**src/rtl/tt_mux_scrambler.sv**
```systemverilog
// -----------------------------------------------------------------------------
// tt_mux_scrambler
//
// Purpose:
//   This block selects one bit from two data channels and XORs it with a key
//   bit. The key comes either from an external pin or from an internal Galois
//   LFSR. The result is registered as y. A short history of y is also kept,
//   shifted once per enabled step.
//
// Ports (everything is packed into two 8-bit buses):
//   io_in[0]   clk    rising-edge clock
//   io_in[1]   rst_n  asynchronous active-low reset
//   io_in[2]   en     step enable (0 = hold all state)
//   io_in[3]   mode   0 = key from pin k, 1 = key from LFSR
//   io_in[4]   a      data channel A (sel = 1)
//   io_in[5]   sel    channel select
//   io_in[6]   b      data channel B (sel = 0)
//   io_in[7]   k      external key bit
//   io_out[7]  y      registered scrambled bit
//   io_out[6]  ks     current keystream bit (lfsr[0])
//   io_out[5:0] hist  y history, hist[0] newest; bits >= HIST read 0
// -----------------------------------------------------------------------------
module tt_mux_scrambler #(
    parameter int                LFSR_W = 8,
    parameter logic [LFSR_W-1:0] TAPS   = LFSR_W'(8'hB8),
    parameter logic [LFSR_W-1:0] SEED   = LFSR_W'(8'h01),
    parameter int                HIST   = 6
) (
    input  logic [7:0] io_in,
    output logic [7:0] io_out
);

    // Reject configurations that cannot work, at elaboration time.
    if (LFSR_W < 4 || LFSR_W > 16) begin : g_bad_lfsr_w
        $error("tt_mux_scrambler: LFSR_W must be within 4..16");
    end
    if (HIST < 1 || HIST > 6) begin : g_bad_hist
        $error("tt_mux_scrambler: HIST must be within 1..6");
    end
    if (SEED == '0) begin : g_bad_seed
        $error("tt_mux_scrambler: SEED must be nonzero");
    end

    // Advance the LFSR by one step. The all-zero state is a lock-up state, so
    // it reloads SEED instead of shifting.
    function automatic logic [LFSR_W-1:0] lfsr_next_f(input logic [LFSR_W-1:0] cur);
        logic [LFSR_W-1:0] nxt;
        if (cur == '0) begin
            nxt = SEED;
        end else if (cur[0]) begin
            nxt = (cur >> 1) ^ TAPS;
        end else begin
            nxt = cur >> 1;
        end
        return nxt;
    endfunction

    // Split the packed input bus into named signals.
    logic clk_s;
    logic rst_n_s;
    logic en_s;
    logic mode_s;
    logic a_s;
    logic sel_s;
    logic b_s;
    logic k_s;

    assign clk_s   = io_in[0];
    assign rst_n_s = io_in[1];
    assign en_s    = io_in[2];
    assign mode_s  = io_in[3];
    assign a_s     = io_in[4];
    assign sel_s   = io_in[5];
    assign b_s     = io_in[6];
    assign k_s     = io_in[7];

    logic              y_r;
    logic [LFSR_W-1:0] lfsr_r;
    logic [HIST-1:0]   hist_r;
    logic [5:0]        hist_pad_s;
    logic              mux_s;
    logic              key_s;
    logic              y_next_s;

    // Channel mux and key select. Both are combinational from the current pins,
    // so a mode change affects the same edge on which it is sampled.
    always_comb begin
        mux_s = 1'b0;
        key_s = 1'b0;
        if (sel_s) begin
            mux_s = a_s;
        end else begin
            mux_s = b_s;
        end
        if (mode_s) begin
            key_s = lfsr_r[0];
        end else begin
            key_s = k_s;
        end
        y_next_s = mux_s ^ key_s;
    end

    // Output bit and keystream register. The key uses lfsr[0] from before
    // this edge's advance.
    always_ff @(posedge clk_s or negedge rst_n_s) begin
        if (!rst_n_s) begin
            y_r    <= 1'b0;
            lfsr_r <= SEED;
        end else if (en_s) begin
            y_r <= y_next_s;
            if (mode_s) begin
                lfsr_r <= lfsr_next_f(lfsr_r);
            end else begin
                lfsr_r <= lfsr_r;
            end
        end else begin
            y_r    <= y_r;
            lfsr_r <= lfsr_r;
        end
    end

    if (HIST == 1) begin : g_hist_one
        // A single-entry history simply mirrors the newest y.
        always_ff @(posedge clk_s or negedge rst_n_s) begin
            if (!rst_n_s) begin
                hist_r <= '0;
            end else if (en_s) begin
                hist_r <= y_next_s;
            end else begin
                hist_r <= hist_r;
            end
        end
    end else begin : g_hist_many
        // The history shift register: the newest bit enters at index 0.
        always_ff @(posedge clk_s or negedge rst_n_s) begin
            if (!rst_n_s) begin
                hist_r <= '0;
            end else if (en_s) begin
                hist_r <= {hist_r[HIST-2:0], y_next_s};
            end else begin
                hist_r <= hist_r;
            end
        end
    end

    // Zero-extend the history to the 6-bit output field.
    always_comb begin
        hist_pad_s           = 6'b000000;
        hist_pad_s[HIST-1:0] = hist_r;
    end

    assign io_out = {y_r, lfsr_r[0], hist_pad_s};

endmodule
```
**config.mk**
```make
export PLATFORM = sky130hd
export DESIGN_NAME = tt_mux_scrambler
export DESIGN_NICKNAME = d
export VERILOG_FILES = /design/src/rtl/tt_mux_scrambler.sv
export SDC_FILE = /design/constraint.sdc
export NUM_CORES = 1
export LEC_CHECK = 0
export ABC_AREA = 0
export BUFFER_PORTS_ARGS = -buffer_cell sky130_fd_sc_hd__clkbuf_2
export CORE_MARGIN = 5
export CORE_UTILIZATION = 44
export CTS_CLUSTER_SIZE = 40
export DETAILED_ROUTE_END_ITERATION = 10
export GPL_ROUTABILITY_DRIVEN = 1
export GPL_TIMING_DRIVEN = 0
export PLACE_DENSITY = 0.71
export SYNTH_ARGS = -nofsm -noshare
export SYNTH_HDL_FRONTEND = slang
export SYNTH_SLANG_ARGS = --single-unit
```
**constraint.sdc**
```tcl
create_clock -name io_in -period 1.1 [get_ports io_in]
set_input_delay 0.22 -clock io_in [delete_from_list [all_inputs] [get_ports io_in]]
set_output_delay 0.22 -clock io_in [all_outputs]
set_load 0.05 [all_outputs]
```
==> impl_metrics.tcl <==
set metrics [dict create \
    post-dp-hpwl_um 726 \
    violations "negative hold slack, negative setup slack" \
    netlist.area_leader.share_pct 50.6 \
    endpoint_kind "primary output" \
    grt_pass1_wl_um 3050 \
    layout-drive-gt1-share_pct 69.7 \
    start_util_pct 48.2 \
    yosys_warnings 0 \
    drc 0 \
    max-vdd-ir-drop_mv 1.99 \
    grt_usage_pct 24.8 \
    fin_worst_skew_ps 5.11 \
    clk_pin_slew_ps 90 \
    cts_tree "done" \
    crit_path_max_incr_delay_ps 550 \
    worst_slew_pin_slew_ps 447 \
    synth.avg_cell_area_um2 13.1 \
    die_w_um 48.2 \
    holdCritPathClass "clock port to asynchronous set/reset pin" \
    worst-path-buf-inv 2 \
    yosysTopAreaCell "dfrtp_1" \
    grt_pass1_vias 805 \
    finalNonFillerCells 104 \
    place_congestion 0.663 \
    utilization_pct 86.7 \
    maxSlewViolCount 0 \
    dr.pass1.iters 5 \
    critPathMaxFanout 2 \
    final.setup.worst_slack_ps -192 \
    fin_crit_sh_pct 117 \
    power_leakage_uw 0.000575 \
    rsz0062_at_grt "true" \
    synth_cells 49 \
    core_area_um2 1330 \
    fmax_ghz 0.774 \
    status "finished, violations left" \
    synth_flop_cell "dfrtp_1" \
    antenna_found_initial 0 \
    ys_seq_area_share_pct 54.7 \
    maxCapViolations 0 \
    final_hold_viol_count 14 \
    start_kind "flop" \
    cp_slowest_cell "dfstp_2" \
    die_h_um 48.2 \
    num-nets-final 93 \
    ys_top_cells_by_count "dfrtp_1, mux2_2, nand2_1, o21ai_0, xnor2_1" \
    synth-edff-count 0 \
    postRouteAntennaNets 0 \
    overflow 0 \
    wl_per_cell_um 17.4 \
    period_minus_slack_ps 1290 \
    synthTopCellsByArea "dfrtp_1, mux2_2, xnor2_1, buf_6, mux2_4" \
    dpl_cell_area_um2 706 \
    cp.arrival_ps 1070 \
    worst_ep_required_time_ps 880 \
    dr.first_iter.drc_count 21 \
    slew_headroom_pct 69.9 \
    diodes 0 \
    dp_cells 72 \
    fin_hold_ws_ps -334 \
    synth_most_common_cell "dfrtp_1" \
    die-area_um2 2330 \
    wirelength_um 1810 \
    io_pins 16 \
    worstPathCellList "buf_6 -> clkbuf_16" \
    synth-seq-cells 14 \
    pre_cts_slack_ps -154 \
    synthArstFlopShare_pct 100 \
    grt_max_degree 9 \
    p_per_area_nw_per_um2 3110 \
    routed_via_density 5.42 \
    setup_viol 13 \
    criticalPathCategory "flop to primary output" \
    yosysUniqueCellTypes 15 \
    fin_area_um2 1160 \
    port_buffers 8 \
    row_count 13 \
    synth_nets 57 \
    via_count 564 \
    cpLargestDelayFamily "flip-flops" \
    clk_latency_ps 290 \
    syn_area_um2 643 \
    area_growth_pct 79.8 \
]
[through the flow]
step	TNS, ps	power, µW
5_1_grt	-1140	3890
3_3_place_gp	-432	1390
2_1_floorplan	-432	1390
4_1_cts	-1320	3650
6_report	-685	3600
3_5_place_dp	-432	1390
[sequential cells by signal (all words and copies together) (netlist names)]
signal	count
hist_pad_s	6
lfsr_r	8
[final cells by class]
class                      instances  area, µm²
clock inverter                     5       47.5
fill                              68        178
clock buffer                      18        170
multi-input combinational         29        273
tap                               15       18.8
timing repair buffer              19        246
sequential                        14        352
buffer                             4       48.8
[cell usage in the layout, fill, tap and decap left out, types with 2 or more instances in the layout]
| master | synthesis | final |
|---|---|---|
| xnor2_1 | 4 | 4 |
| nand2_1 | 4 | 3 |
| buf_4 | 3 | 13 |
| clkbuf_16 | 0 | 3 |
| o21ai_2 | 0 | 2 |
| mux2_4 | 2 | 3 |
| clkbuf_4 | 0 | 8 |
| buf_8 | 0 | 6 |
| clkbuf_8 | 0 | 4 |
| clkinvlp_2 | 0 | 2 |
| mux2_2 | 7 | 6 |
| dfrtp_1 | 13 | 13 |
| nand2_4 | 1 | 2 |
| buf_6 | 3 | 6 |
[worst paths after layout]
check / start / end / depth (start not counted) / slack (ps)
max: lfsr_r[0]$_DFFE_PN1P_ / io_out[6] / 2 / -190
min: io_in[1] / hist_pad_s[4]$_DFFE_PN0P_ / 2 / -330
max reg2reg: lfsr_r[6]$_DFFE_PN0P_ / lfsr_r[0]$_DFFE_PN1P_ / 3 / -80
min reg2reg: lfsr_r[3]$_DFFE_PN0P_ / lfsr_r[3]$_DFFE_PN0P_ / 2 / 550
max in group asynchronous: io_in[1] / lfsr_r[0]$_DFFE_PN1P_ / 2 / 1220
min in group io_in: io_in[2] / hist_pad_s[0]$_DFFE_PN0P_ / 3 / 0
[where the power goes]
group / internal (µW) / switching, µW
combinational: 0 / 0
clock: 1690 / 1340
sequential: 575 / 0
[timing repair]
item,4_1_cts,5_1_grt
pin swaps,6,2
setup endpoints to repair,18,20
buffers inserted,12,5
hold buffers,0,0
resized for setup,40,8
[metal layers]
| layer | vias to the layer above | share of wire [%] | global-route usage [%] | routed length [µm] |
|---|---|---|---|---|
| met2 | 49 | 47 | 24.7 | 846 |
| met4 | 0 | 5.6 | 46.2 | 101 |
| met1 | 260 | 35 | 13.2 | 625 |
| li1 | 240 | - | - | - |
| met3 | 15 | 13 | 32.5 | 234 |
| met5 | - | 0 | 0 | 0 |
[cell families after synthesis]
logic type | Yosys count | synth area share, %
DFF | 14 | 54.7
muxes | 11 | 20.0
and+or+nand+nor | 8 | 6.42
AOI/OAI and AO/OA | 6 | 4.67
buffers and inverters | 6 | 8.75
xor gates and xnor gates | 4 | 5.45
Power figures use the tool's default switching activity.
